--- config.mk ---
export PLATFORM = sky130hd
export DESIGN_NAME = decoder_upsample_concat
export DESIGN_NICKNAME = d
export VERILOG_FILES = /design/src/rtl/decoder_pkg.sv /design/src/rtl/decoder_row_buffer.sv /design/src/rtl/decoder_upsample_concat.sv
export SDC_FILE = /design/constraint.sdc
export NUM_CORES = 1
export LEC_CHECK = 0
export ABC_AREA = 1
export CORE_MARGIN = 2
export CORE_UTILIZATION = 45
export CTS_CLUSTER_SIZE = 25
export DETAILED_ROUTE_END_ITERATION = 10
export GPL_ROUTABILITY_DRIVEN = 0
export SETUP_SLACK_MARGIN = 0.05
export SYNTH_ARGS = -nofsm -noshare
export SYNTH_HDL_FRONTEND = slang
export SYNTH_SLANG_ARGS = --single-unit
--- constraint.sdc ---
create_clock -name clk -period 3.7 [get_ports clk]
set_input_delay 0.555 -clock clk [delete_from_list [all_inputs] [get_ports clk]]
set_output_delay 0.555 -clock clk [all_outputs]
set_load 0.01 [all_outputs]
--- src/rtl/decoder_pkg.sv ---
// rtl/decoder_pkg.sv - shared types, widths and sizing helpers for the decoder upsample/concat stage
package decoder_pkg;

  localparam int DATA_W = 16;
  localparam int FRAC_W = 8;

  typedef enum logic [2:0] {
    IDLE,
    LOAD,
    EMIT_UP,
    EMIT_SKIP,
    DONE
  } state_e;

  // One buffered low-res row: every channel of every pixel in the row.
  function automatic int buf_depth(input int w, input int c_up);
    return w * c_up;
  endfunction

  // Bits needed to hold a counter whose largest value is max_val.
  function automatic int cnt_w(input int max_val);
    return (max_val < 1) ? 1 : $clog2(max_val + 1);
  endfunction

endpackage

--- src/rtl/decoder_row_buffer.sv ---
// rtl/decoder_row_buffer.sv - one low-res row of words, synchronous write and asynchronous read
module decoder_row_buffer
  import decoder_pkg::*;
#(
  parameter int DEPTH  = 32,
  parameter int ADDR_W = 5
) (
  input  logic              clk,
  input  logic              we_i,
  input  logic [ADDR_W-1:0] waddr_i,
  input  logic [DATA_W-1:0] wdata_i,
  input  logic [ADDR_W-1:0] raddr_i,
  output logic [DATA_W-1:0] rdata_o
);

  // Contents are never cleared; every location is written before it is read in a row.
  logic [DATA_W-1:0] mem_q [DEPTH];

  // Write port: one word per accepted low-res input.
  always_ff @(posedge clk) begin
    if (we_i) begin
      mem_q[waddr_i] <= wdata_i;
    end
  end

  assign rdata_o = mem_q[raddr_i];

endmodule

--- src/rtl/decoder_upsample_concat.sv ---
// rtl/decoder_upsample_concat.sv - 2x nearest upsample of a low-res map interleaved with skip channels
// Build option: define DECODER_UP_RELU_EN to force negative upsampled words to zero.
module decoder_upsample_concat
  import decoder_pkg::*;
#(
  parameter int IN_WIDTH      = 8,
  parameter int IN_HEIGHT     = 8,
  parameter int UP_CHANNELS   = 4,
  parameter int SKIP_CHANNELS = 4
) (
  input  logic              clk,
  input  logic              rst,
  input  logic              start,
  input  logic [DATA_W-1:0] up_data,
  input  logic              up_valid,
  output logic              up_ready,
  input  logic [DATA_W-1:0] skip_data,
  input  logic              skip_valid,
  output logic              skip_ready,
  output logic [DATA_W-1:0] out_data,
  output logic              out_valid,
  input  logic              out_ready,
  output logic              out_last,
  output logic              busy,
  output logic              done
);

  localparam int BUF_DEPTH = buf_depth(IN_WIDTH, UP_CHANNELS);
  localparam int ADDR_W    = cnt_w(BUF_DEPTH - 1);
  localparam int OX_W      = cnt_w(2 * IN_WIDTH - 1);
  localparam int ROW_W     = cnt_w(IN_HEIGHT - 1);
  localparam int CH_MAX    = (UP_CHANNELS > SKIP_CHANNELS) ? UP_CHANNELS - 1 : SKIP_CHANNELS - 1;
  localparam int CH_W      = cnt_w(CH_MAX);

  localparam logic [ADDR_W-1:0] ADDR_LAST = ADDR_W'(BUF_DEPTH - 1);
  localparam logic [OX_W-1:0]   OX_LAST   = OX_W'(2 * IN_WIDTH - 1);
  localparam logic [ROW_W-1:0]  ROW_LAST  = ROW_W'(IN_HEIGHT - 1);
  localparam logic [CH_W-1:0]   CHU_LAST  = CH_W'(UP_CHANNELS - 1);
  localparam logic [CH_W-1:0]   CHS_LAST  = CH_W'(SKIP_CHANNELS - 1);

  state_e            state_q;
  logic [ROW_W-1:0]  row_q;
  logic              sub_q;
  logic [OX_W-1:0]   ox_q;
  logic [CH_W-1:0]   ch_q;
  logic [ADDR_W-1:0] addr_q;
  logic              busy_q;
  logic              done_q;
  logic              up_ready_q;

  logic              buf_we;
  logic [ADDR_W-1:0] rd_addr;
  logic [DATA_W-1:0] rd_data;
  logic [DATA_W-1:0] up_word;
  logic              up_xfer;
  logic              skip_xfer;
  logic              frame_end;

  assign up_xfer   = up_ready_q && up_valid;
  assign skip_xfer = (state_q == EMIT_SKIP) && skip_valid && out_ready;
  assign buf_we    = up_xfer;

  // Each high-res column pair maps back onto the same low-res pixel.
  assign rd_addr   = ADDR_W'((int'(ox_q) >> 1) * UP_CHANNELS + int'(ch_q));

  // Final high-res pixel of the frame: last low-res row, replay pass, last column.
  assign frame_end = (row_q == ROW_LAST) && sub_q && (ox_q == OX_LAST);

  decoder_row_buffer #(
    .DEPTH  (BUF_DEPTH),
    .ADDR_W (ADDR_W)
  ) u_row_buffer (
    .clk     (clk),
    .we_i    (buf_we),
    .waddr_i (addr_q),
    .wdata_i (up_data),
    .raddr_i (rd_addr),
    .rdata_o (rd_data)
  );

`ifdef DECODER_UP_RELU_EN
  assign up_word = rd_data[DATA_W-1] ? '0 : rd_data;
`else
  assign up_word = rd_data;
`endif

  // Frame sequencer: load a row, then emit it twice with skip channels after each pixel.
  always_ff @(posedge clk or negedge rst) begin
    if (!rst) begin
      state_q    <= IDLE;
      row_q      <= '0;
      sub_q      <= 1'b0;
      ox_q       <= '0;
      ch_q       <= '0;
      addr_q     <= '0;
      busy_q     <= 1'b0;
      done_q     <= 1'b0;
      up_ready_q <= 1'b0;
    end else begin
      case (state_q)
        IDLE: begin
          if (start) begin
            state_q    <= LOAD;
            row_q      <= '0;
            sub_q      <= 1'b0;
            ox_q       <= '0;
            ch_q       <= '0;
            addr_q     <= '0;
            busy_q     <= 1'b1;
            up_ready_q <= 1'b1;
          end
        end
        LOAD: begin
          if (up_xfer) begin
            if (addr_q == ADDR_LAST) begin
              addr_q     <= '0;
              ch_q       <= '0;
              up_ready_q <= 1'b0;
              state_q    <= EMIT_UP;
            end else begin
              addr_q <= addr_q + ADDR_W'(1);
            end
          end
        end
        EMIT_UP: begin
          if (out_ready) begin
            if (ch_q == CHU_LAST) begin
              ch_q    <= '0;
              state_q <= EMIT_SKIP;
            end else begin
              ch_q <= ch_q + CH_W'(1);
            end
          end
        end
        EMIT_SKIP: begin
          if (skip_xfer) begin
            if (ch_q == CHS_LAST) begin
              ch_q <= '0;
              if (ox_q != OX_LAST) begin
                ox_q    <= ox_q + OX_W'(1);
                state_q <= EMIT_UP;
              end else if (!sub_q) begin
                sub_q   <= 1'b1;
                ox_q    <= '0;
                state_q <= EMIT_UP;
              end else if (row_q != ROW_LAST) begin
                row_q      <= row_q + ROW_W'(1);
                sub_q      <= 1'b0;
                ox_q       <= '0;
                up_ready_q <= 1'b1;
                state_q    <= LOAD;
              end else begin
                done_q  <= 1'b1;
                state_q <= DONE;
              end
            end else begin
              ch_q <= ch_q + CH_W'(1);
            end
          end
        end
        DONE: begin
          done_q  <= 1'b0;
          busy_q  <= 1'b0;
          state_q <= IDLE;
        end
        default: begin
          state_q    <= IDLE;
          busy_q     <= 1'b0;
          done_q     <= 1'b0;
          up_ready_q <= 1'b0;
        end
      endcase
    end
  end

  // Output steering: buffered up words, or skip words passed straight through.
  always_comb begin
    out_data   = '0;
    out_valid  = 1'b0;
    out_last   = 1'b0;
    skip_ready = 1'b0;
    case (state_q)
      EMIT_UP: begin
        out_valid = 1'b1;
        out_data  = up_word;
      end
      EMIT_SKIP: begin
        out_valid  = skip_valid;
        out_data   = skip_data;
        skip_ready = out_ready;
        out_last   = frame_end && (ch_q == CHS_LAST);
      end
      default: begin
        out_data = '0;
      end
    endcase
  end

  assign up_ready = up_ready_q;
  assign busy     = busy_q;
  assign done     = done_q;

endmodule

==> impl_results.md, run 1 <==
* Die ar. at 0.0526 mm²
* Count of final hold-check violations at 0
* Vias after detailed routing at 15800
* Die height at 229 µm
* Synth cell count leaders: nand2_1, edfxtp_1, nand3_1, inv_1, nor2_1
* H-tree level count at 2
* Final TNS setup at 0 ps
* Clock period minus worst slack at 3610 ps
* Drt first pass iters at 5
* # IOs at 60
* Clk sinks at 533
* Critical-path maximum fanout at 29
* Post-synthesis cell type count at 25
* Switching portion of total power at 0.350
* Slew HR at 0.359
* Clk root buf: clkbuf_16
* Total global-route track usage at 0.234
* CP startpoint: ch_q[1]
* Core Box Area at 0.0502 mm²
* R2r endpoint: row_q[1]
* Final core utilization at 0.529
* Clk_lat worst skew at 610 ps
* IO Port Bufs at 59
* Total wire length at 62.4 mm
* Post-layout total power at 18.0 mW
* Clock Power Share at 0.280
* Net switching power at 6.30 mW
* Nets at 2343
* Wire per inst at 20.7 µm
* Synthesis-to-finish area growth at 16.3%
* Initial antenna violation count at 2
* Largest family of logic cells by synthesized area: simple AND/OR/NAND/NOR gates
* Ant diodes at 0
* CP required at 3140 ps
* CP Class: flop to primary output
* Peak supply drop at 0.000443 V
* Critical Path Sink: out_data[11]
* Period utilization at 0.976
* Crit path launch type: flop
* Post-route ant nets at 0
* Synth warn at 0
* Largest net degree at the start of global routing at 93
* MaxCap Viol Count at 0
* Final number of setup-violating endpoints at 0
* Post-Synth Simple-Gate Area at 0.222
* WP data arrival at 3060 ps
* Min-delay worst type: input pin to asynchronous set/reset pin
* Row cnt at 82
* Leading area contributor after synthesis: edfxtp_1
* Lkg Pwr at 10.7 nW
* TritonCTS clock tree: done
* WP depth at 10
* First-pass GRT wire length at 92.4 mm
* CP Cell Sequence: inv_8 > buf_16 > buf_12 > nand2_1 > nand3_1 > nand3_1 > nand2_1 > nand3_1 > nand2_1 > clkdlybuf4s50_1
* Synth async-reset ratio at 0.0394
* Vias per cell at 5.25
* Clock skew at 18.7 ps
* Mux cell area share after synthesis at 0
* Yosys top cell area share at 0.673
* Largest cells by area after synthesis: edfxtp_1, nand2_1, nand3_1, inv_1, nor2_1
* Share of cells above drive strength 1 at 0.0876
* R2R cell count at 9
* Highest clock rate at 277 MHz
* Worst-Margin Slew at 959 ps
* Post-Syn Instances at 2191
* CP bufs+invs at 4
* Most frequent cell after synthesis: nand2_1
* Worst-path clk slew at 60 ps
* Synth Net Count at 2238
* Post-synth EDFFs at 512
* Main synth FF type: edfxtp_1
* Global route overflow at 0
* Worst setup EP type: primary output
* Compound-Gate Fraction of Synth Area at 0.0167
* CP peak stage delay at 540 ps
* Synthesized cell area at 0.0228 mm²
* Register area share after synthesis at 0.696
* Yosys reg bits at 533
* Hpwl dp at 35.2 mm
* CTS Buf Count at 54
* Combinational group share of total power at 0.331
* Adder-Cell Fraction of Synth Area at 0.00493
* Crit-path slowest cell: dfrtp_4
* Initial core utilization at 0.455
* Status: finished, final reports clean
* R2R Setup Slk at 1450 ps
* Syn avg cell area at 10.4 µm²
* Crit-path leading delay family: buffers and inverters
* XOR/XNOR Fraction of Synth Area at 0
* P_int at 11.7 mW
* Post-CTS Hold Buffers at 0
* Die width at 229 µm
* CTS Buffer Depth at 3
* Post-route DRC at 0
* FILL cells at 4390
* Unrepaired setup endpoints after global routing: true
* Starting DRC count in detailed routing at 1618
* Vias in the first global route at 15400
* Pwr/cell area at 677 mW/mm²
* Fin. max-slew vios at 0
* Sequential fraction of design power at 0.389
* Worst reg2reg startpoint: ch_q[0]
-- routing by layer --
layer  global-route usage  up-vias  wire length, µm
met3               0.0344       94             4570
met2                0.379      615            29400
met4               0.0909        0             1960
met1                0.322     7651            26400
met5                    0        -                0
li1                     -     7465                -
-- stage by stage --
step / worst slack, ps / hold WS, ps / instance area [µm²] / cells
2_1_floorplan: 1710 / 259 / 22800 / 2191
4_1_cts: 41.2 / 483 / 26300 / 3003
3_5_place_dp: 531 / 486 / 24600 / 2899
3_3_place_gp: 533 / 474 / 24600 / 2899
6_report: 87.2 / 475 / 26600 / 3013
5_1_grt: 11.4 / 528 / 26600 / 3013
-- worst min path at each step --
stage	from	endpoint	slack, ps
2_1_floorplan	rst	addr_q[0]	260
3_3_place_gp	row_q[2]	row_q[2]	470
3_5_place_dp	row_q[2]	row_q[2]	490
4_1_cts	rst	row_q[1]	480
5_1_grt	busy	busy	530
6_report	rst	row_q[0]	470
-- power by group through the flow --
stage                     Clock, mW  Combinational [mW]  Sequential (mW)
after floorplan                   0                3.42             7.05
after global placement            0                5.39             7.12
after detailed placement          0                5.46             7.13
after CTS                      5.12                5.66             6.99
after global routing           5.34                6.51             7.01
final                          5.04                5.95             7.00
-- flip-flops by register name (all words and copies together), names as in the netlist --
register            count
u_row_buffer.mem_q    512
addr_q                  5
state_q                 3
up_ready                1
row_q                   3
ox_q                    4
sub_q                   1
done                    1
busy                    1
ch_q                    2
-- timing repair --
| item | 4_1_cts | 5_1_grt |
|---|---|---|
| cloned | 2 | 4 |
| gates resized for setup | 11 | 30 |
| setup endpoints to repair | 16 | 15 |
| buffers inserted | 1 | 6 |
-- cell families after synthesis --
group,Yosys count
buf+inv,345
compound gates,74
fa+ha+maj,9
flops,533
simple gates,1230
-- final cells by class --
cell class,instances,area (µm²),share of cell area
Tap cell,672,841,0.0317
Timing Repair inverter,1,8.76,0.000330
Sequential cell,533,15900,0.599
Clock buffer,70,1410,0.0531
Timing Repair Buffer,155,1680,0.0631
Clock inverter,31,189,0.00711
Multi-Input combinational cell,1313,5620,0.211
Inverter,238,913,0.0344
-- placed cells by master, fill, tap and decap left out, types with 6 or more instances in the layout --
| master | synthesis | final |
|---|---|---|
| a21oi_1 | 38 | 38 |
| buf_12 | 0 | 11 |
| buf_16 | 0 | 7 |
| buf_4 | 0 | 72 |
| clkbuf_1 | 28 | 16 |
| clkbuf_16 | 0 | 57 |
| clkdlybuf4s50_1 | 0 | 55 |
| clkinv_1 | 1 | 17 |
| clkinv_2 | 0 | 8 |
| dfrtp_1 | 21 | 18 |
| edfxtp_1 | 512 | 512 |
| ha_1 | 9 | 9 |
| inv_1 | 229 | 228 |
| inv_2 | 8 | 7 |
| nand2_1 | 749 | 744 |
| nand2_2 | 1 | 6 |
| nand3_1 | 324 | 323 |
| nor2_1 | 144 | 128 |
| nor2_2 | 1 | 16 |
| nor3_1 | 6 | 6 |
| o21ai_0 | 27 | 26 |
| o21ai_1 | 5 | 6 |
Power figures use the tool's default switching activity.
==> run 2: changes to the inputs <==
CTS_CLUSTER_SIZE = default   (was 25)
==> results of run 2 <==
No change in the layout: final DEF, timing and power equal those of run 1.
==> run 3: changes to the inputs <==
--- a/config.mk
+++ b/config.mk
@@ -7,8 +7,10 @@
 export LEC_CHECK = 0
 export ABC_AREA = 1
+export CORE_ASPECT_RATIO = 0.5
 export CORE_MARGIN = 2
-export CORE_UTILIZATION = 45
+export CORE_UTILIZATION = 51
 export DETAILED_ROUTE_END_ITERATION = 10
 export GPL_ROUTABILITY_DRIVEN = 0
+export PLACE_DENSITY = 0.68
 export SETUP_SLACK_MARGIN = 0.05
 export SYNTH_ARGS = -nofsm -noshare
==> constraint.sdc (replaced) <==
create_clock -name clk -period 3.7 [get_ports clk]
set_input_delay 0.925 -clock clk [delete_from_list [all_inputs] [get_ports clk]]
set_output_delay 0.925 -clock clk [all_outputs]
set_load 0.01 [all_outputs]
==> run 3 against run 2 <==
The run now ends with negative setup slack left. Worst setup slack worse by 120 ps. Global-route usage up 2.8 points. Via count up 1.7%. Clock power down 2%. Utilization up 7.9 points. Combinational power up 6.7%. Final cell count down 3.2%. Non-clock buffer count up 4. Worst hold slack better by 28 ps. Sequential power down 0.6%. Sequential cell count unchanged. Wire length down 1.1%. Critical path type unchanged. Largest cell class unchanged.
==> impl_results.md, run 3 (synthesis results as in run 1) <==
* Status: complete, but fails checks
* Failing checks: negative setup slack
* Biggest register: u_row_buffer.mem_q
* CP Cell Sequence: buf_6 > buf_16 > nand2_1 > nand3_1 > a21oi_2 > nor2_1 > nand2_2 > nand3_1 > nand2_1 > clkdlybuf4s50_1
* R2R Setup Slk at 1640 ps (+190 ps)
* Min-delay worst type: flop to flop
* Row cnt at 54 (-34%)
* Slew HR at 0.597 (+0.238)
* H-tree level count at 2 (unchanged)
* FILL cells at 3389 (-23%)
* MaxCap Viol Count at 0 (unchanged)
* Largest register FFs at 512 (unchanged)
* Worst hold endpoint: row_q[2]
* Crit path launch type: flop
* R2r endpoint: row_q[1]
* Worst-path clk slew at 70 ps (about the same)
* CP bufs+invs at 3 (-1)
* Unrepaired setup endpoints after global routing: true
* Post-route DRC at 0 (unchanged)
* Vias after detailed routing at 16100 (+1.7%)
* CTS Buf Count at 47 (-13%)
* Number of cells on the worst hold path at 2
* Largest registers: u_row_buffer.mem_q x512, addr_q x5, ox_q x4
* Vias in the first global route at 15200 (-1.5%)
* Worst-Margin Slew at 604 ps (-355 ps)
* Critical-path maximum fanout at 38 (+31%)
* Period utilization at 1.01 (+0.0332)
* Clock period minus worst slack at 3740 ps (+123 ps)
* Wire per inst at 21.1 µm (+2.1%)
* Largest net degree at the start of global routing at 53 (-43%)
* Die ar. at 0.0466 mm² (-11%)
* Count of final hold-check violations at 0 (unchanged)
* Share of cells above drive strength 1 at 0.0966 (+0.00900)
* CP Class: flop to primary output
* Worst setup EP type: primary output
* Post-layout total power at 18.2 mW (+1.4%)
* Global route overflow at 0 (unchanged)
* Lkg Pwr at 10.9 nW (+1.3%)
* Clock skew at 32.0 ps (+13.3 ps)
* Crit-path slowest cell: clkdlybuf4s50_1
* Core Box Area at 0.0438 mm² (-13%)
* Drt first pass iters at 6 (+1)
* CP required at 2770 ps (-370 ps)
* Ant diodes at 0 (unchanged)
* CP peak stage delay at 530 ps (about the same)
* Initial antenna violation count at 2 (unchanged)
* Worst reg2reg startpoint: ch_q[0]
* R2R cell count at 10 (+1)
* First-pass GRT wire length at 91.1 mm (-1.4%)
* Pwr/cell area at 683 mW/mm² (+0.84%)
* Final number of setup-violating endpoints at 3 (+3)
* Post-CTS Hold Buffers at 0 (unchanged)
* Peak supply drop at 0.000379 V (-15%)
* Starting DRC count in detailed routing at 2229 (+38%)
* Fin. max-slew vios at 0 (unchanged)
* Clk_lat worst skew at 580 ps (-30 ps)
* Clk root buf: clkbuf_16
* Total global-route track usage at 0.263 (+0.0283)
* IO Port Bufs at 59 (unchanged)
* Vias per cell at 5.51 (+5.0%)
* Highest clock rate at 268 MHz (-3.3%)
* Crit-path leading delay family: buffers and inverters
* Non-Filler Instances at 2918 (-3.2%)
* Nets at 2341 (-0.085%)
* Hpwl dp at 33.3 mm (-5.5%)
* WP data arrival at 2810 ps (-250 ps)
* Total wire length at 61.7 mm (-1.1%)
* Die height at 154 µm (-33%)
* Most frequent cells in the layout: nand2_1, edfxtp_1, nand3_1, inv_1, nor2_1
* Die width at 303 µm (+32%)
* Clk sinks at 533 (unchanged)
* Post-route ant nets at 0 (unchanged)
* Synthesis-to-finish area growth at 16.9%
* TritonCTS clock tree: done
* Initial core utilization at 0.521 (+0.0656)
* Min-delay src: row_q[2]
* Setup ws final at -35.7 ps (-123 ps)
* Most common cell after layout, fill and taps aside: nand2_1
* Post-Place Cells at 2812 (-3.0%)
* CTS Buffer Depth at 3 (unchanged)
* # IOs at 60 (unchanged)
## run 3: cell count changes in the layout (fill, tap and decap cells not counted), sizes merged, moves of 2 or more
cell / previous run / this run
dlymetal6s2s: 3 / 10
inv: 239 / 242
dlygate4sd2: 0 / 3
clkinv: 29 / 20
clkdlybuf4s50: 55 / 46
buf: 93 / 95
clkbuf: 73 / 61
bufinv: 1 / 6
## run 3: worst reg2reg max path, cell delays in order (launching register included)
cell and delay, ps:
dfrtp_4 460, buf_6 210, buf_16 240, ha_1 230, nand3_1 80, nand2_1 120, nand2_1 80, inv_2 70
nand4_1 260, nand2_1 130, o21ai_0 90
## run 3: metal layers
metal	vias up	wire (µm)	track usage
li1	7456	-	-
met1	7633	25600	0.387
met2	893	27800	0.402
met3	109	6790	0.0480
met4	0	1560	0.0766
met5	-	0	0
## run 3: worst max-delay path by stage
stage,start,end,cells after the start
5_1_grt,ch_q[0],out_data[3],11
3_5_place_dp,ch_q[0],out_data[7],10
2_1_floorplan,up_valid,u_row_buffer.mem_q[0][0],4
6_report,ch_q[0],out_data[5],10
4_1_cts,ch_q[0],out_data[3],12
3_3_place_gp,ch_q[0],out_data[7],11
## run 3: what timing repair did
item / in CTS / in global routing
gates resized for setup: 36 / 43
pin swaps: 1 / 6
gates cloned: 8 / 6
setup endpoints to repair: 16 / 15
setup buffers: 7 / 0
## run 3: per-stage QoR
stage	hold WS [ps]	instance area (µm²)	utilization	TNS [ps]	worst slack, ps
finish	503	26700	0.609	-79.3	-35.7
global route	537	26700	0.609	-391	-147
CTS	505	26400	0.603	-631	-83.2
detailed placement	493	24500	0.559	0	338
global placement	473	24500	0.559	0	321
floorplan	457	22800	-	0	1340
## run 3: area by class of cell
cell class	count	area, µm²	share of cell area
Sequential cell	533	15900	0.596
Multi-Input combinational cell	1313	5690	0.213
Timing Repair Buffer	159	1910	0.0714
Clock buffer	56	1210	0.0453
Inverter	238	932	0.0349
Tap cell	588	736	0.0276
Clock inverter	29	298	0.0112
Timing Repair inverter	2	28.8	0.00108
## run 3: where the power goes
group          internal (mW)  switching (mW)
Combinational           2.24            4.11
Clock                   2.76            2.18
Sequential              6.84           0.113
Total                   11.8            6.40
==> RTL change: new RTL, config.mk and constraints of run 3 <==
Set the parameter `IN_HEIGHT` to 16 (it was 8).
--- a/src/rtl/decoder_upsample_concat.sv
+++ b/src/rtl/decoder_upsample_concat.sv
@@ -4,7 +4,7 @@
   import decoder_pkg::*;
 #(
   parameter int IN_WIDTH      = 8,
-  parameter int IN_HEIGHT     = 8,
+  parameter int IN_HEIGHT     = 16,
   parameter int UP_CHANNELS   = 4,
   parameter int SKIP_CHANNELS = 4
 ) (
Behaviour: no difference found for any inputs over 10 cycles, from zero or initial values and one cycle with rst low; that may be too few to reach the edited logic, so the function may still have changed.
==> RTL change against run 3 <==
The run still ends with setup timing left; critical path depth grew 1; worst setup slack worse by 0.0036 ns; final area hardly changed; fmax is essentially flat; via count about the same; synthesized area increased by 0.50%; routed wire length shrank 1.7%; critical path type unchanged; sequential cell count grew 1; final cell count increased by 0.48%; sequential share of layout area increased by 0.082 points; clock skew down 0.012 ns.
Power is not compared: it rests on default switching activity, and its combinational part moved more than twofold at a synthesized area within 25%.
==> RTL change: results (changes against run 3) <==
CORE AREA=0.0440 sq mm (+0.31%); met2 Resource Use GR=0.406 (+0.00467); DR vias/cell=5.49 (-0.50%); CP max stage delay=0.55 ns (+0.02 ns); ys async rst share=0.0412 (+0.00180); failing checks=setup timing; Buffers excl. clock=170 (+6.9%); vias in the first global route=15,073 (-0.52%); # clk buffers=57 (+1.8%); Post-synth top cells=nand2_1, edfxtp_1, nand3_1; buffering overhead=0.0711 (-0.000295); Sink Count=534 (+0.19%); cell count after placement=2,833 (+0.75%); largest registers=u_row_buffer.mem_q x512, addr_q x5; largest cells by area after synthesis=edfxtp_1, nand2_1, nand3_1; Final #Nets=2,358 (+0.73%); post-DP HPWL=33.8 mm (+1.4%); met1 GRT Util=0.359 (-0.0272); 1st-iter DRT viols=2,078 (-6.8%); final cell count without fillers=2,932 (+0.48%); Final Worst Setup Slack=-0.0393 ns (-0.00361 ns); Total GRT Usage=0.256 (-0.00674); Crit-path slowest cell=dfrtp_4; multi-input gate count=1,325 (+0.91%); multi-input gate share of total cell area=0.215 (+0.00226); crit path to=out_data[11]; first-pass GRT wire length=90.4 mm (-0.77%); Non-clk invs=234 (-2.5%); met3 WL post-DR=6.02 mm (-11%); Distinct cells, synth=27 (+8.0%); run status=finished with violations; r2r setup slk=1.41 ns (-0.23 ns); sequential area share after synthesis=0.694 (-0.00236); r2r endpoint=row_q[2]; Synth Net Count=2,248 (+0.45%); Area Overhead vs Synth=16.3%; slew margin rel.=0.605 (+0.00786); WL final=60.6 mm (-1.7%); Crit Path Max Fanout=30 (-21%); placed cell areas=0.0247 sq mm (+0.75%); initial antenna violation count=0 (-2); layout cells sized above 1=0.0990 (+0.00241); setup slack at placement=0.300 ns (-0.0384 ns); Syn Area/Cell=10.4 sq um (about the same); HP Start=busy; TNS Setup=-0.0393 ns (+0.0400 ns); Fillers=3,427 (+1.1%); Setup violations, final=1 (-2); Worst Hold Endpoint=busy; register area=0.0159 sq mm (+0.16%); largest net degree at the start of global routing=76 (+43%); met1 wire length=25.1 mm (-1.7%)
[RTL change: cell count changes in the layout (fill, tap and decap cells not counted), sizes merged, moves of 2 or more]
cell / delta
a21oi: +3
buf: +12
clkdlybuf4s50: -2
clkinv: +4
dlygate4sd2: +8
dlymetal6s2s: -7
inv: -13
nand2: -5
nand3: +6
nand4: +4
nor2: +3
o21ai: +4
xor2: +2
[RTL change: timing repair]
action / 4_1_cts / 5_1_grt
endpoints found under the setup margin: 16 / 8
gates resized for setup: 55 / 20
pin swaps: 1 / 5
gates cloned: 6 / 3
setup buffers: 5 / 4
[RTL change: cell families (layout without fill, tap and decap cells)]
family          after synthesis  in the layout  share of synthesized area
buf+inv                     343            485                     0.0608
flops                       534            534                      0.694
xor+xnor                      2              2                   0.000763
simple gates               1238           1238                      0.223
fa+ha+maj                     8              8                    0.00436
compound gates               77             77                     0.0173
